$ cat src/rtl/uart_rx.sv
// UART receiver: 8 data bits, no parity, one stop bit. Each bit is sampled once
// at its centre after a 2-flop synchronizer, and the result is reported as o_vld or o_err.
module uart_rx #(
   parameter int FREQ = 1_000_000,
   parameter int RATE = 115_200
) (
   input  logic       clk,
   input  logic       rst_n,
   input  logic       i_rx,
   output logic [7:0] o_data,
   output logic       o_vld,
   output logic       o_err
);

   localparam int DIV   = FREQ / RATE;
   localparam int HALF  = DIV / 2;
   localparam int CNT_W = (DIV > 1) ? $clog2(DIV) : 1;
   localparam logic [CNT_W-1:0] CNT_HALF = CNT_W'(HALF - 1);
   localparam logic [CNT_W-1:0] CNT_LAST = CNT_W'(DIV - 1);

   typedef enum logic [1:0] {IDLE, START, DATA, STOP} state_t;

   state_t           state;
   logic [CNT_W-1:0] cnt;
   logic [2:0]       idx;
   logic [7:0]       shreg;
   logic             rx_meta;
   logic             rx_s;
   logic             rx_prev;
   logic             fall;

   // Synchronizer and edge flop reset to the idle-line level so that reset never looks like a start edge
   always_ff @(posedge clk or negedge rst_n) begin
      if (!rst_n) begin
         rx_meta <= 1'b1;
         rx_s    <= 1'b1;
         rx_prev <= 1'b1;
      end else begin
         rx_meta <= i_rx;
         rx_s    <= rx_meta;
         rx_prev <= rx_s;
      end
   end

   assign fall = rx_prev & ~rx_s;

   always_ff @(posedge clk or negedge rst_n) begin
      if (!rst_n) begin
         state  <= IDLE;
         cnt    <= '0;
         idx    <= '0;
         o_data <= 8'h00;
         o_vld  <= 1'b0;
         o_err  <= 1'b0;
      end else begin
         o_vld <= 1'b0;
         o_err <= 1'b0;
         case (state)
            IDLE: begin
               cnt <= '0;
               idx <= '0;
               if (fall) state <= START;
            end
            START: begin
               if (cnt == CNT_HALF) begin
                  cnt   <= '0;
                  idx   <= '0;
                  state <= rx_s ? IDLE : DATA;
               end else begin
                  cnt <= cnt + CNT_W'(1);
               end
            end
            DATA: begin
               if (cnt == CNT_LAST) begin
                  cnt <= '0;
                  idx <= idx + 3'd1;
                  if (idx == 3'd7) state <= STOP;
               end else begin
                  cnt <= cnt + CNT_W'(1);
               end
            end
            STOP: begin
               if (cnt == CNT_LAST) begin
                  // Leaving at mid-stop-bit leaves half a bit to catch a back-to-back start edge
                  cnt   <= '0;
                  state <= IDLE;
                  if (rx_s) begin
                     o_data <= shreg;
                     o_vld  <= 1'b1;
                  end else begin
                     o_err <= 1'b1;
                  end
               end else begin
                  cnt <= cnt + CNT_W'(1);
               end
            end
            default: state <= IDLE;
         endcase
      end
   end

   // Shift register is pure data; a stale partial byte is never published without a full frame
   always_ff @(posedge clk) begin
      if (state == DATA && cnt == CNT_LAST) shreg[idx] <= rx_s;
   end

endmodule

$ cat config.mk
export PLATFORM = sky130hd
export DESIGN_NAME = uart_rx
export DESIGN_NICKNAME = d
export VERILOG_FILES = /design/src/rtl/uart_rx.sv
export SDC_FILE = /design/constraint.sdc
export NUM_CORES = 1
export LEC_CHECK = 0
export CAP_MARGIN = 20
export CORE_MARGIN = 4
export CORE_UTILIZATION = 45
export DETAILED_ROUTE_END_ITERATION = 6
export PLACE_DENSITY = 0.72
export SLEW_MARGIN = 20
export SYNTH_ARGS = -nofsm -noshare
export SYNTH_HDL_FRONTEND = slang
export SYNTH_SLANG_ARGS = --single-unit
$ cat constraint.sdc
create_clock -name clk -period 5.1 [get_ports clk]
set_clock_uncertainty 0.1 [all_clocks]
set_input_delay 0.765 -clock clk [delete_from_list [all_inputs] [get_ports clk]]
set_output_delay 0.765 -clock clk [all_outputs]
set_load 0.05 [all_outputs]
Yosys cells after proc, flatten, opt, wreduce, memory -nomap -nowiden
Cells that the tools add are included.
- register bits after elaboration: 29
- output and inout port bits: 10
- word-level logic and storage cells: 57
- add/subtract/negate cells: 2
- $lt $le $gt $ge: 2
- eq/ne operators: 11
- mux-type cells: 22
- bitwise logic cells: 2
- reductions and logical operators: 8
- operators by type and width (cell ; count):
    3-bit case mux with 3 select lines ; 2
    2-bit two-way mux ; 6
    3-bit two-way mux ; 4
    2-bit != test (second input constant) ; 5
    8-bit bitwise mux ; 1
    2-bit case mux with 4 select lines ; 1
    1-bit two-way mux ; 7
    3-bit by 1-bit adder with 3-bit output (second input constant) ; 2
    3-bit equality test (second input constant) ; 2
    3-bit AND reduction ; 2
    5-bit AND reduction ; 1
    2-bit equality test (second input constant) ; 2
    3-bit by 4-bit less-than comparator with 1-bit output (second input constant) ; 1
    1-bit demux with 3-bit select ; 1
    3-bit by 2-bit equality test with 1-bit output (second input constant) ; 1
    3-bit by 1-bit >= comparator with 1-bit output (second input constant) ; 1
    3-bit nonzero test ; 1
    2-bit by 1-bit equality test with 1-bit output (second input constant) ; 1
    1-bit logical AND ; 2
    2-bit zero test ; 1
    2-bit OR reduction ; 1
    1-bit AND ; 1
    1-bit NOT ; 1

Longest topological paths before layout
- depth in word-level cells: 5
- gate-level depth with buffers: 5
- mapped depth without buffers: 5

Worst setup path after synthesis
No wires, ideal clock.
- path type: reg2reg
- start point: register cnt[0]
- end point: register shreg[0] (enable)
- library setup time: 0.312 ns
- arrival: 1.321 ns
- setup slack: 3.367 ns
- stages on the path, launching flop included: 6
- cells stage by stage: dfrtp_1 > ha_1 > ha_1 > nand2_1 > or3_1 > nor3_1
- cells in the longest elaborated chain, start to end: 2
- RTL lines (item ; RTL line ; text):
    from (decl) ; 24 ; logic [CNT_W-1:0] cnt;
    from (signal assigned) ; 70 ; cnt <= cnt + CNT_W'(1);
    from (signal assigned) ; 79 ; cnt <= cnt + CNT_W'(1);
    from (signal assigned) ; 94 ; cnt <= cnt + CNT_W'(1);
    3-bit equality test ; 104 ; if (state == DATA && cnt == CNT_LAST) shreg[idx] <= rx_s;
    1-bit logical AND ; 104 ;
    to (signal, indexed assignment) ; 104 ;
    to (decl) ; 26 ; logic [7:0] shreg;
Every way passes these cells.
A chain may end at the register's enable or synchronous reset.

Worst setup path after layout
- start point: register o_data[3]
- end point: output port o_data[3]
- RTL lines (item ; RTL line ; text):
    from (decl) ; 10 ; output logic [7:0] o_data,
    from (signal assigned) ; 88 ; o_data <= shreg;
No word-level cell between the ends.

==> impl_metrics.json <==
{
  "power.ir.vdd_worst_v": 0.000308,
  "place_congestion": 0.795,
  "place.port_buffers": 12,
  "row_count": 18,
  "clk_latency_ps": 320,
  "yosys-mux-area-fraction": 0.0767,
  "ios": 13,
  "cp.required_ps": 4240,
  "period_share": 0.460,
  "synth_flop_cell": "dfrtp_1",
  "period_minus_slack_ps": 2340,
  "worst_pin_slew_ps": 912,
  "gr-total-overflow": 0,
  "power.density_nw_per_um2": 511,
  "comb_power_share": 0.322,
  "path_buf_inv": 1,
  "crit_chain": "clkdlybuf4s50_1",
  "startpoint_type": "register",
  "start_util": 0.474,
  "coreArea_sq_um": 2480,
  "min_path_type": "reg -> reg",
  "ys_seq_area_frac": 0.655,
  "synth-simple-area-share": 0.102,
  "routed_via_density": 5.23,
  "synth_top_cell_by_area": "dfrtp_1",
  "layout-drive-gt1-share": 0.204,
  "max-slew-margin-rel": 0.390,
  "sequentialPowerShare": 0.461,
  "root_buffer": "clkbuf_4",
  "first_pass_iters": 4,
  "synth_adder_area_share": 0.0639,
  "synth_top_family_by_area": "simple AND/OR/NAND/NOR gates",
  "ys_warn_count": 0,
  "hold_viol_final": 0,
  "crit_fanout": 2,
  "drc": 0,
  "grt_pass1_wl_mm": 3.28,
  "slew_viol_final": 0,
  "syn_avg_cell_area_sq_um": 13.8,
  "critPathTopFamily": "buffers and inverters",
  "synth_nets": 94,
  "fp.dieW_um": 59.1,
  "clk_pin_slew_ps": 90,
  "routed_wl_mm": 1.85,
  "fp.dieArea_sq_um": 3490,
  "endpoint_kind": "output port",
  "cts_buffer_depth": 2,
  "max_stage_delay_ps": 800,
  "drtIter0Drc": 19,
  "clkSinkCount": 29,
  "p_clk_frac": 0.218,
  "ys_types": 26,
  "holdWs_ps": 261,
  "ff2ff_setup_slack_ps": 3140,
  "synthXorXnorAreaFrac": 0,
  "power_w": 0.000711,
  "wl_per_cell_um": 13.9,
  "synth-edff-count": 8,
  "power_switching_w": 0.000256,
  "p_leak_nw": 0.628,
  "p_int_w": 0.000455,
  "setup_viol": 0,
  "rsz0062_at_grt": "false",
  "grt_max_degree": 22,
  "syn-cell-area_sq_um": 1170,
  "synthTopCellsByArea": "dfrtp_1 38%, edfxtp_1 20%, mux2_2 7.7%",
  "p_sw_frac": 0.360,
  "placedCellCount": 125,
  "r2r-start": "cnt[0]",
  "holdPathStages": 0,
  "hpwl_mm": 1.26,
  "numCtsBuffers": 5,
  "antenna_found_initial": 0,
  "drv_cap": 0,
  "crit_type": "reg -> out",
  "synth_compound_area_frac": 0.0724,
  "cts_tree": "yes",
  "slowest_stage": "clkdlybuf4s50_1",
  "grt_usage": 0.134,
  "async_flop_share": 0.724,
  "r2r_cells": 5,
  "grt_pass1_vias": 713,
  "die_h_um": 59.1,
  "via_count": 695,
  "hold_start": "rx_meta",
  "post-cts-setup-buffer-count": 0,
  "fin_tns_setup_ps": 0,
  "finalNonFillerCells": 133,
  "synthCells": 85,
  "antenna_cells": 0,
  "status": "finished, final reports clean",
  "h-tree-depth": 2,
  "synth_seq_cells": 29,
  "hold_end": "rx_s",
  "netlist.area_leader.share": 0.383,
  "cts_hold_buf": 0,
  "max_freq_ghz": 0.427,
  "ant_nets": 0,
  "cts_resized": 0,
  "r2r-end": "shreg[0]",
  "area_growth_pct": 18.3,
  "nets": 111,
  "cp.arrival_ps": 1480
}
per-stage QoR:
| stage | util | cell area, sq um | setup slack [ps] |
|---|---|---|---|
| after floorplan | - | 1170 | 3370 |
| after global placement | 0.533 | 1320 | 3080 |
| after detailed placement | 0.533 | 1320 | 3060 |
| after CTS | 0.561 | 1390 | 2720 |
| after global routing | 0.561 | 1390 | 2650 |
| final | 0.561 | 1390 | 2760 |
registers in the layout (all words and copies together), names as in the netlist, named ones only:
register  flops
cnt           3
idx           3
o_data        8
o_err         1
o_vld         1
rx_meta       1
rx_prev       1
rx_s          1
shreg         8
state         1
cell families (layout without fill, tap and decap cells):
group	count (synthesis)	count (layout)
flip-flops	29	29
AND/OR/NAND/NOR	22	22
AO/OA/AOI/OAI	12	12
multiplexers	8	8
buffers and inverters	8	26
adder cells (fa/ha/maj)	6	6
power by group through the flow:
stage | Combinational, W | Clock [W] | Sequential [W]
after floorplan | 0.000108 | 0 | 0.000387
after global placement | 0.000223 | 0 | 0.000329
after detailed placement | 0.000231 | 0 | 0.000333
after CTS | 0.000232 | 0.000162 | 0.000328
after global routing | 0.000245 | 0.000177 | 0.000338
final | 0.000228 | 0.000155 | 0.000328
final cells by class:
class	count	area (sq um)
timing repair buffer	12	120
inverter	6	22.5
fill	227	1090
multi-input combinational	48	370
clock inverter	1	5.00
clock buffer	7	65.1
sequential	29	769
tap	30	37.5
cells in the mapped netlist, types with 2 or more instances:
master    instances
a21oi_1           3
dfstp_2           3
nor3_1            3
nor2_1            7
inv_1             6
mux2_2            8
a32o_1            2
nand2_1           2
ha_1              6
and2b_1           2
edfxtp_1          8
dfrtp_1          18
a31oi_1           2
nand3_1           2
nand2b_1          2
how the worst max path moves through the flow:
| stage | start | end | slack (ps) | cells past startpoint |
|---|---|---|---|---|
| after floorplan | cnt[0] | shreg[0] | 3370 | 5 |
| after global placement | rst_n | cnt[1] | 3080 | 1 |
| after detailed placement | rst_n | cnt[0] | 3060 | 1 |
| after CTS | o_data[3] | o_data[3] | 2720 | 1 |
| after global routing | o_data[3] | o_data[3] | 2650 | 1 |
| final | o_data[3] | o_data[3] | 2760 | 1 |
routing by layer:
layer  share of wire  wire length [um]  GRT usage  vias up
met5               0                 0          0        -
met4           0.029                53     0.0971        0
met3           0.056               103     0.0610        6
met2            0.49               903      0.197       14
met1            0.43               789      0.152      336
li1                -                 -          -      339
cell usage in the layout (no fill, tap or decap), types with 2 or more instances in the layout:
cell type	count
a21oi_1	3
a31oi_1	2
a32o_1	2
and2b_1	2
clkbuf_4	5
clkbuf_8	2
clkdlybuf4s50_1	12
dfrtp_1	18
dfstp_2	3
edfxtp_1	8
ha_1	6
inv_1	6
mux2_2	8
nand2_1	2
nand2b_1	2
nand3_1	2
nor2_1	7
nor3_1	3
Note: power is estimated with default switching activity, not from simulation.
